==> config.mk <==
export PLATFORM = sky130hd
export DESIGN_NAME = sm_fetch_pair
export DESIGN_NICKNAME = d
export VERILOG_FILES = /design/src/rtl/sm_fetch_pair.sv
export SDC_FILE = /design/constraint.sdc
export NUM_CORES = 1
export LEC_CHECK = 0
export ABC_AREA = 1
export BUFFER_PORTS_ARGS = -buffer_cell sky130_fd_sc_hd__buf_4
export CORE_MARGIN = 1.5
export CORE_UTILIZATION = 50
export DETAILED_ROUTE_END_ITERATION = 16
export PLACE_DENSITY = 0.76
export SLEW_MARGIN = 10
export SYNTH_ARGS = -nofsm -noshare
export SYNTH_HDL_FRONTEND = slang
export SYNTH_SLANG_ARGS = --single-unit
==> constraint.sdc <==
create_clock -name clk -period 11.4 [get_ports clk]
set_input_delay 1.71 -clock clk [delete_from_list [all_inputs] [get_ports clk]]
set_output_delay 1.71 -clock clk [all_outputs]
set_load 0.05 [all_outputs]
==> src/rtl/sm_fetch_pair.sv <==
// Dual-issue fetch stage: reads two consecutive ROM words per cycle into a
// 4-entry in-order queue and presents the two oldest entries downstream.
module sm_fetch_pair #(
  parameter logic [31:0] RESET_PC  = 32'h0000_0000,
  parameter int          ROM_WORDS = 64,
  parameter int          AW        = 6
) (
  input  logic        clk,
  input  logic        rst,
  output logic [31:0] imAddr,
  input  logic [31:0] imData1,
  input  logic [31:0] imData2,
  input  logic        redirect,
  input  logic [31:0] redirect_pc,
  input  logic [1:0]  take,
  output logic        i0_valid,
  output logic [31:0] i0_instr,
  output logic [31:0] i0_pc,
  output logic        i1_valid,
  output logic [31:0] i1_instr,
  output logic [31:0] i1_pc
);

  localparam logic [AW-1:0] LAST_WORD = AW'(ROM_WORDS - 1);

  logic [31:0]   fetch_pc_q, fetch_pc_d;
  logic [1:0]    rd_ptr_q, rd_ptr_d;
  logic [1:0]    wr_ptr_q, wr_ptr_d;
  logic [2:0]    count_q, count_d;
  logic [31:0]   instr_q [4];
  logic [31:0]   pc_q    [4];

  logic [AW-1:0] fetch_idx;
  logic          at_last_word;
  logic [1:0]    take_sat;
  logic [1:0]    take_eff;
  logic [1:0]    push_n;
  logic [1:0]    slot1;
  logic          unused_redirect_bits;

  assign fetch_idx    = fetch_pc_q[AW+1:2];
  assign at_last_word = (fetch_idx == LAST_WORD);
  assign imAddr       = {{(32-AW){1'b0}}, fetch_idx};

  // Only the word index of the redirect target is meaningful.
  assign unused_redirect_bits = &{1'b0, redirect_pc[31:AW+2], redirect_pc[1:0]};

  // A take of 3 is treated as 2, and never more than the queue holds.
  assign take_sat = (take == 2'd3) ? 2'd2 : take;
  assign take_eff = ({1'b0, take_sat} > count_q) ? count_q[1:0] : take_sat;

  // NOTE: every signal driven here gets a default first, so no path leaves
  // one unassigned and no latch is inferred.
  always_comb begin
    push_n     = 2'd0;
    fetch_pc_d = fetch_pc_q;
    rd_ptr_d   = rd_ptr_q + take_eff;
    wr_ptr_d   = wr_ptr_q;
    count_d    = count_q - 3'(take_eff);

    if (redirect) begin
      rd_ptr_d   = 2'd0;
      wr_ptr_d   = 2'd0;
      count_d    = 3'd0;
      fetch_pc_d = {{(30-AW){1'b0}}, redirect_pc[AW+1:2], 2'b00};
    end else if (count_q <= 3'd2) begin
      // The word after the last ROM word is not part of this fetch line.
      if (at_last_word) begin
        push_n     = 2'd1;
        fetch_pc_d = 32'h0000_0000;
      end else begin
        push_n     = 2'd2;
        fetch_pc_d = {{(30-AW){1'b0}}, fetch_idx + AW'(2), 2'b00};
      end
      wr_ptr_d = wr_ptr_q + push_n;
      count_d  = count_q - 3'(take_eff) + 3'(push_n);
    end
  end

  // NOTE: sequential state uses non-blocking assignments so every register
  // samples the pre-edge values regardless of block ordering.
  always_ff @(posedge clk) begin
    if (rst) begin
      fetch_pc_q <= RESET_PC;
      rd_ptr_q   <= 2'd0;
      wr_ptr_q   <= 2'd0;
      count_q    <= 3'd0;
    end else begin
      fetch_pc_q <= fetch_pc_d;
      rd_ptr_q   <= rd_ptr_d;
      wr_ptr_q   <= wr_ptr_d;
      count_q    <= count_d;
    end
  end

  // NOTE: queue storage is deliberately not reset; count gates validity and
  // the outputs are zeroed for empty slots, so stale contents never escape.
  always_ff @(posedge clk) begin
    if (push_n != 2'd0) begin
      instr_q[wr_ptr_q] <= imData1;
      pc_q[wr_ptr_q]    <= fetch_pc_q;
    end
    if (push_n == 2'd2) begin
      instr_q[wr_ptr_q + 2'd1] <= imData2;
      pc_q[wr_ptr_q + 2'd1]    <= fetch_pc_q + 32'd4;
    end
  end

  assign slot1    = rd_ptr_q + 2'd1;
  assign i0_valid = (count_q != 3'd0);
  assign i1_valid = (count_q >= 3'd2);
  assign i0_instr = i0_valid ? instr_q[rd_ptr_q] : 32'h0;
  assign i0_pc    = i0_valid ? pc_q[rd_ptr_q]    : 32'h0;
  assign i1_instr = i1_valid ? instr_q[slot1]    : 32'h0;
  assign i1_pc    = i1_valid ? pc_q[slot1]       : 32'h0;

endmodule

==> metrics <==
status=finished, final reports clean; most used cell, CP=nand2_1; row count=53; Max Root-Sink Buffers=2; Routed WL per cell=16.57 µm; hold path depth=2; CTS resizes=0; post-synthesis cell area=10690 µm²; first-pass GRT wire length=43.39 mm; HP Start=wr_ptr_q[0]; P_sw=0.001382 W; Top Ports=263; Slew Viols, Final=0; Worst Setup SP=rd_ptr_q[1]; Final min period=4.903 ns; Worst Path Buf+Inv=2; vias in the first global route=8666; Final setup viols=0; die span in y=149.2 µm; Area Growth Syn to Fin=14.25%; Reg clk slew, reported paths=0.06 ns; MaxCap Viol Count=0; Synth warnings=0; via count=9320; share of the synthesized area in the top cell type=0.4384; worst r2r src=count_q[0]; CP required=9.69 ns; Worst-Margin Slew=1.105 ns; Post-synth ARST share=0; commonest non-fill, non-tap cell in the layout=nand2_1; Synth area leader=edfxtp_1; Finished Layout Cells=1713; combinational fraction of design power=0.488; crit path max fanout=82; TritonCTS Buffers=17; die area=22260 µm²; DR iter-0 viols=842; critical path depth=5; dpl hpwl=16.46 mm; clock share of power=0.197; Fin. Hold Viols=0; htree depth=4; largest net degree at the start of global routing=119; Fmax=204.0 MHz; clock skew=0.008941 ns; postcts setup bufs=0; synth unique cells=38; final WL=28.39 mm; average size of a mapped cell=8.077 µm²; largest vdd supply drop=0.2123 mV; Slew headroom=0.2633; CTS root buffer=clkbuf_16; CTS tree=yes; Switching Share=0.4733; GRT Total Usage=0.2550; Seq/Total Area, Yosys=0.4628; Top delay family on crit path=flip-flops; Power Dens Cells=239.2 nW/µm²; CP Cell Sequence=nand2_1, inv_2, nand2_1, a31oi_1, buf_4; most frequent cells in the layout=nand2_1 (369), o21ai_0 (179), buf_4 (172), edfxtp_1 (156), nor2_1 (96); number of port buffers=160; post-route cell area=12210 µm²; antenna violations before repair=0; static leakage=4.960 nW; diode count=0; dominant synthesized flop cell=edfxtp_1; ratio of cells with drive above 1 in the final layout=0.1725; # hold bufs at CTS=0; FF-to-FF path depth=4; Die Wd=149.2 µm; drt drc=0; Worst path slowest cell=dfxtp_4; post-synthesis register bit count=169; vias per cell=5.441; Initial Utilization=0.5083; CP Class=register to output pin; Worst Setup Start Kind=register; Seq pwr share=0.315; HP Class=register to register; WP data arrival=3.19 ns; EDFF count, synth=156; core area=21020 µm²; crit end category=output pin; Clk Latency, worst-skew pair=0.42 ns; Pint=0.001538 W; placed cell areas=11610 µm²; RSZ-0062 raised after global routing=no; largest stage delay on the critical path=1.02 ns; placed cell count=1681; Routed Antenna Nets=0; Setup TNS Final=0 ns; grt ovf=0; Clock Sinks=169; Cells after Synth=1323; fin crit share=0.4301; Final GP Congestion=0.7961; # nets final=1536; First-pass DRT Iterations=6; Synth area leaders=edfxtp_1 (44%), nand2_1 (13%), o21ai_0 (8.6%), buf_4 (6.3%), nor2_1 (3.5%)
-- stage by stage --
stage	hold WS [ns]	setup WS, ns	util	total power, W
floorplan	0.5574	5.953	-	0.001950
global placement	0.5805	7.110	0.5525	0.002317
detailed placement	0.5948	7.032	0.5525	0.002350
CTS	0.6034	6.561	0.5807	0.002919
global route	0.6593	6.335	0.5807	0.003055
finish	0.6016	6.497	0.5807	0.002920
-- layer usage --
layer  global-route usage  vias to the layer above  share of wire
met1               0.3145                     4254           0.38
met4               0.1089                        0          0.018
met2               0.4391                      518           0.50
li1                     -                     4493              -
met3              0.04495                       55          0.092
met5                    0                        -              0
-- power groups by stage --
stage / Clock [W] / Combinational [W] / Sequential (W)
floorplan: 0 / 0.00105 / 0.000900
global placement: 0 / 0.00139 / 0.000923
detailed placement: 0 / 0.00142 / 0.000930
CTS: 0.000579 / 0.00142 / 0.000918
global route: 0.000603 / 0.00152 / 0.000935
finish: 0.000576 / 0.00142 / 0.000920
-- cell families (layout without fill, tap and decap cells) --
group / count (synthesis) / count (layout) / share of synthesized area
AO/OA/AOI/OAI: 376 / 376 / 0.1985
flip-flops: 169 / 169 / 0.4628
AND/OR/NAND/NOR: 490 / 490 / 0.1813
XOR/XNOR: 7 / 7 / 0.005738
other: 1 / 80 / 0.0003510
buffers and inverters: 270 / 306 / 0.1383
adder cells (fa/ha/maj): 10 / 10 / 0.01312
-- Yosys cell counts, types with 8 or more instances --
library cell and number:
nand2_1 369, o21ai_0 183, edfxtp_1 156, nor2_1 99, inv_1 97, buf_4 89
a21oi_1 55, o211ai_1 37, o21ai_1 36, a31oi_1 34, clkbuf_1 34, buf_2 24
o21ai_2 20, dfxtp_1 13, buf_6 12, ha_1 8
-- worst register-to-register path, delay by kind of cell (launching register included) --
family / cells / cell delay (ns)
AO/OA/AOI/OAI: 2 / 1.35
AND/OR/NAND/NOR: 1 / 0.50
buffers and inverters: 1 / 0.47
flip-flops: 1 / 0.39
-- state kept, by name, summed over array words and instances, names as in the netlist --
signal      count
instr_q       128
pc_q           28
rd_ptr_q        2
wr_ptr_q        2
count_q         3
fetch_pc_q      6
-- layout make-up --
class                      count  area (µm²)
clock inverter                 8       80.08
timing repair buffer         172        1291
inverter                     102       389.1
fill                        1866        8813
sequential                   169        4952
multi-input combinational    963        4637
clock buffer                  24       514.2
tap                          275       344.1
-- final timing paths --
kind                          to  slack, ns
setup reg to reg  instr_q[3][20]       8.35
hold reg to reg      wr_ptr_q[0]       0.60
setup / recovery        i1_pc[2]       6.50
hold / removal       wr_ptr_q[0]       0.60
Power figures use the tool's default switching activity.
